## src/rtl/addr_seq_ctrl.sv

```systemverilog
// addr_seq_ctrl: programmable address sequencer.
//
// Walks addr across the window [base_addr, limit_addr] in steps of `step`,
// counting up from base or down from limit, in one-shot, wrap or ping-pong
// mode. The configuration is latched on start; the live inputs are ignored
// until the next start.
//
// Ports:
//   clk        system clock
//   reset      synchronous, active-high reset
//   start      1-cycle pulse: validate/latch configuration, begin a pass
//   stop       abort the current run, return to idle (addr holds)
//   advance    step enable, honoured only while running
//   base_addr  lower window bound (inclusive)
//   limit_addr upper window bound (inclusive)
//   step       increment size, 0 treated as 1
//   dir        0 = up from base, 1 = down from limit
//   mode       00 one-shot, 01 wrap, 10 ping-pong, 11 one-shot
//   addr       current address (registered)
//   busy       high while running (registered)
//   done       1-cycle pulse at end of a one-shot pass
//   wrapped    1-cycle pulse on each wrap or ping-pong turnaround
//   cfg_err    1-cycle pulse when start is rejected (base > limit)
module addr_seq_ctrl #(
    parameter int unsigned AW = 8,
    parameter int unsigned SW = 4
) (
    input  logic          clk,
    input  logic          reset,
    input  logic          start,
    input  logic          stop,
    input  logic          advance,
    input  logic [AW-1:0] base_addr,
    input  logic [AW-1:0] limit_addr,
    input  logic [SW-1:0] step,
    input  logic          dir,
    input  logic [1:0]    mode,
    output logic [AW-1:0] addr,
    output logic          busy,
    output logic          done,
    output logic          wrapped,
    output logic          cfg_err
);

    typedef enum logic [0:0] {StIdle, StRun} state_e;

    localparam logic [1:0] ModeWrap     = 2'b01;
    localparam logic [1:0] ModePingPong = 2'b10;

    state_e        state_q, state_d;
    logic [AW-1:0] addr_q, addr_d;
    logic [AW-1:0] base_q, base_d;
    logic [AW-1:0] limit_q, limit_d;
    logic [SW-1:0] step_q, step_d;
    logic [1:0]    mode_q, mode_d;
    logic          dir_q, dir_d;
    logic          busy_q;
    logic          done_q, done_d;
    logic          wrapped_q, wrapped_d;
    logic          cfg_err_q, cfg_err_d;

    // Arithmetic is one bit wider than the address so an overshoot past the
    // top of the address space or a borrow below zero is visible, not wrapped.
    logic [AW:0] step_ext;
    logic [AW:0] cand;
    logic        end_of_pass;

    assign step_ext = (AW+1)'(step_q);

    always_comb begin
        if (dir_q) begin
            cand        = {1'b0, addr_q} - step_ext;
            end_of_pass = cand[AW] || (cand[AW-1:0] < base_q);
        end else begin
            cand        = {1'b0, addr_q} + step_ext;
            end_of_pass = cand > {1'b0, limit_q};
        end
    end

    // State and datapath registers.
    always_ff @(posedge clk) begin
        if (reset) begin
            state_q   <= StIdle;
            addr_q    <= '0;
            base_q    <= '0;
            limit_q   <= '0;
            step_q    <= '0;
            mode_q    <= '0;
            dir_q     <= 1'b0;
            busy_q    <= 1'b0;
            done_q    <= 1'b0;
            wrapped_q <= 1'b0;
            cfg_err_q <= 1'b0;
        end else begin
            state_q   <= state_d;
            addr_q    <= addr_d;
            base_q    <= base_d;
            limit_q   <= limit_d;
            step_q    <= step_d;
            mode_q    <= mode_d;
            dir_q     <= dir_d;
            busy_q    <= (state_d == StRun);
            done_q    <= done_d;
            wrapped_q <= wrapped_d;
            cfg_err_q <= cfg_err_d;
        end
    end

    // Next-state logic. Priority: stop > start > advance.
    always_comb begin
        state_d   = state_q;
        addr_d    = addr_q;
        base_d    = base_q;
        limit_d   = limit_q;
        step_d    = step_q;
        mode_d    = mode_q;
        dir_d     = dir_q;
        done_d    = 1'b0;
        wrapped_d = 1'b0;
        cfg_err_d = 1'b0;

        if (stop) begin
            state_d = StIdle;
        end else if (start) begin
            if (base_addr > limit_addr) begin
                state_d   = StIdle;
                cfg_err_d = 1'b1;
            end else begin
                state_d = StRun;
                base_d  = base_addr;
                limit_d = limit_addr;
                step_d  = (step == '0) ? SW'(1) : step;
                mode_d  = mode;
                dir_d   = dir;
                addr_d  = dir ? limit_addr : base_addr;
            end
        end else if (state_q == StRun && advance) begin
            if (!end_of_pass) begin
                addr_d = cand[AW-1:0];
            end else if (mode_q == ModeWrap) begin
                addr_d    = dir_q ? limit_q : base_q;
                wrapped_d = 1'b1;
            end else if (mode_q == ModePingPong) begin
                // Turn around in place: addr dwells one tick at the endpoint.
                dir_d     = ~dir_q;
                wrapped_d = 1'b1;
            end else begin
                state_d = StIdle;
                done_d  = 1'b1;
            end
        end
    end

    // Outputs are straight from registers.
    always_comb begin
        addr    = addr_q;
        busy    = busy_q;
        done    = done_q;
        wrapped = wrapped_q;
        cfg_err = cfg_err_q;
    end

endmodule
```

## config.mk

```make
export PLATFORM = sky130hd
export DESIGN_NAME = addr_seq_ctrl
export DESIGN_NICKNAME = d
export VERILOG_FILES = /design/src/rtl/addr_seq_ctrl.sv
export SDC_FILE = /design/constraint.sdc
export NUM_CORES = 1
export LEC_CHECK = 0
export ABC_AREA = 1
export BUFFER_PORTS_ARGS = -buffer_cell sky130_fd_sc_hd__buf_2
export CAP_MARGIN = 20
export CELL_PAD_IN_SITES_DETAIL_PLACEMENT = 0
export CELL_PAD_IN_SITES_GLOBAL_PLACEMENT = 1
export CORE_MARGIN = 2
export CORE_UTILIZATION = 37
export CTS_CLUSTER_DIAMETER = 120
export DETAILED_ROUTE_END_ITERATION = 7
export GPL_ROUTABILITY_DRIVEN = 0
export GPL_TIMING_DRIVEN = 0
export PLACE_DENSITY = 0.84
export SLEW_MARGIN = 10
export SYNTH_ARGS = -nofsm -noshare
export SYNTH_HDL_FRONTEND = slang
export SYNTH_SLANG_ARGS = --single-unit
export TNS_END_PERCENT = 50
```

## constraint.sdc

```tcl
create_clock -name clk -period 2.6 [get_ports clk]
set_input_delay 0.39 -clock clk [delete_from_list [all_inputs] [get_ports clk]]
set_output_delay 0.39 -clock clk [all_outputs]
set_load 0.02 [all_outputs]
```

==> summary.txt <==
GRT
  – Total grt overflow: 0
  – First-pass GRT wire length: 15000 um
  – Pin count of the biggest net entering global routing: 12
  – Initial antenna violation count: 0
  – Vias in the first global route: 3072
  – GR Util All Layers: 0.216

Cells and area
  – N_diodes: 0
  – Most common library cell in the layout ignoring fill and taps: nand2_1
  – Area Growth Syn to Fin: 32.1%
  – Fin util: 0.505
  – Layout cells sized above 1: 0.305
  – Most frequent cells in the layout: nand2_1, inv_1, buf_2, o21ai_0, a21oi_1
  – NumNets Final: 586
  – Fin cells: 626

Routing
  – Vias per std cell: 5.13
  – DRT Pass-1 Iters: 5
  – Drc violations: 0
  – Via count: 3211
  – DRT iter0 DRCs: 138
  – Routed Antenna Nets: 0
  – WL per Instance: 14.5 um
  – Final WL: 9100 um

Yosys
  – Post-synth EDFFs: 0
  – Avg Synthesized Cell Area: 6.55 um2
  – Main flop type after synthesis: dfxtp_1
  – #FFs+latches synth: 35
  – Async SR Flop Fraction: 0
  – Yosys warnings: 0
  – Netlist cell types: 36
  – Net count after synthesis: 516
  – Post-synthesis sequential area ratio: 0.236
  – Mapped Area: 2970 um2
  – Gate Count Post-Synth: 453

STA
  – Final setup viols: 12
  – Worst slew pin tran: 595 ps
  – RSZ-0062 raised after global routing: true
  – Worst hold slack: 309 ps
  – Maximum clock frequency: 354 MHz
  – Relative max-transition margin: 0.603
  – Final Max Slew Viols: 0
  – Setup WS post-layout: -222 ps
  – Minimum clock period: 2820 ps
  – Fin. Hold Viols: 0
  – Tcrit/Tclk final: 1.09
  – Fin Clk Skew: 4.05 ps

Setup path
  – R2R Setup Slk: -220 ps
  – Stages on worst setup path: 21
  – Crit path max-delay cell type: dfxtp_4
  – Crit path max fanout: 6
  – CP Capture Type: flop
  – CP bufs+invs: 4
  – Max incr delay on CP: 370 ps
  – Cell family with most CP delay: simple AND/OR/NAND/NOR gates
  – Startpoint types: flop
  – Crit-path cells: inv_4 > ha_4 > inv_2 > fa_2 > nand3_4 > nand2_4 > inv_2 > nand4_1 > and2_4 > ha_4 > nand2_4 > nor2_2 > nor3_2 > nand2_1 > nand2_4 > nand4_4 > nand2_4 > buf_8 > nand2_2 > nand2_1 > nor2_1
  – Worst setup path endpoint: addr[3]
  – Crit Path Category: reg -> reg
  – Worst path required time: 2790 ps
  – Most common cell on crit path: nand2_4
  – Critical path data arrival time: 3010 ps
  – Beginning of the critical path: addr[0]
  – Reg-to-Reg End: addr[3]
  – R2R depth: 21
  – Worst r2r src: addr[0]

Floorplan
  – Die Area: 8750 um2
  – I/O pin count: 40
  – Initial core utilization: 0.382
  – CORE AREA: 7770 um2
  – Die span in y: 93.6 um
  – Site row count: 32
  – Die W: 93.6 um

Hold path
  – HP Class: in -> reg
  – Hold depth: 2

Power and ir drop
  – Leak: 1.89 nW
  – Worst vdd ir: 273 uV
  – Final Power: 2.30 mW
  – Power Dens Cells: 587 nW/um2

Clocking
  – Sinks on Clock Net: 35
  – Clk slew on worst S/H paths: 80 ps
  – Clock Latency Late Sink: 290 ps
  – H-tree Lvls: 2
  – Clock Tree Root: clkbuf_8
  – CTS Buf Count: 5
  – Max clock buf depth: 2
  – CTS tree: built

Run status
  – Failing checks: setup timing
  – Status: finished with violations

Place
  – Placed Cells incl. Taps: 593
  – Post-place setup slack: -491 ps
  – Port Buffers: 38
  – Post-DP HPWL: 6940 um

Run
  – Max Cap Viol: 0
## per-stage QoR
stage	area [um2]	TNS, ps
6_report	3920	-2200
4_1_cts	3820	-1970
3_3_place_gp	3340	-4770
5_1_grt	3920	-4140
3_5_place_dp	3340	-5050
2_1_floorplan	3030	-137
## repair_timing
item | CTS | global route
hold buffers | 0 | 0
pin swaps | 31 | 26
setup buffers | 23 | 3
endpoints found under the setup margin | 12 | 12
cloned | 1 | 0
resized for setup | 43 | 24
## report_power, final
group          internal (mW)  total [mW]  switching [mW]  leakage (nW)
Clock                  0.184       0.391           0.208        0.0477
Combinational          0.567        1.29           0.722          1.55
Sequential             0.580       0.620          0.0402         0.291
## cell type report
| class | count | area [um2] |
|---|---|---|
| Buffer | 15 | 81.3 |
| Clock buffer | 5 | 68.8 |
| Clock inverter | 3 | 15.0 |
| Fill cell | 809 | 3850 |
| Inverter | 65 | 249 |
| Multi-Input combinational cell | 336 | 2220 |
| Sequential cell | 35 | 721 |
| Tap cell | 102 | 128 |
| Timing Repair Buffer | 65 | 440 |
## layer usage
layer	vias to the layer above	routed length, um	track usage
met5	-	0	0
met4	0	197	0.0652
met3	17	360	0.0242
met2	88	4420	0.369
met1	1491	4120	0.284
li1	1615	-	-
## state kept, by name, summed over array words and instances, names as in the netlist
| name | flops |
|---|---|
| limit_q | 8 |
| dir_q | 1 |
| mode_q | 2 |
| cfg_err | 1 |
| done | 1 |
| busy | 1 |
| addr | 8 |
| wrapped | 1 |
| step_q | 4 |
| base_q | 8 |
## logic make-up after synthesis
family | Yosys count | share of synthesized area
AOI/OAI and AO/OA | 83 | 0.153
xor gates and xnor gates | 5 | 0.0148
adders and majority gates | 35 | 0.153
buffers and inverters | 82 | 0.116
DFF | 35 | 0.236
and+or+nand+nor | 213 | 0.328
## synth_stat cells, types with 6 or more instances
cell type  count  share of area
nand2_1      107           0.14
nand3_1       34          0.057
nand4_1       13          0.027
nand2_2        6          0.013
inv_1         60          0.076
dfxtp_1       35           0.24
clkbuf_1       9          0.011
nor2_1        34          0.043
a21oi_1       35          0.059
ha_1          33           0.14
o21ai_0       37          0.062
## worst min-delay path by stage
stage	start	endpoint	slack, ps
2_1_floorplan	base_q[0]	base_q[0]	440
3_3_place_gp	base_q[0]	base_q[0]	460
3_5_place_dp	base_q[0]	base_q[0]	460
4_1_cts	stop	cfg_err	300
5_1_grt	stop	cfg_err	310
6_report	stop	cfg_err	310
No activity file was read; power rests on OpenSTA's default activity.
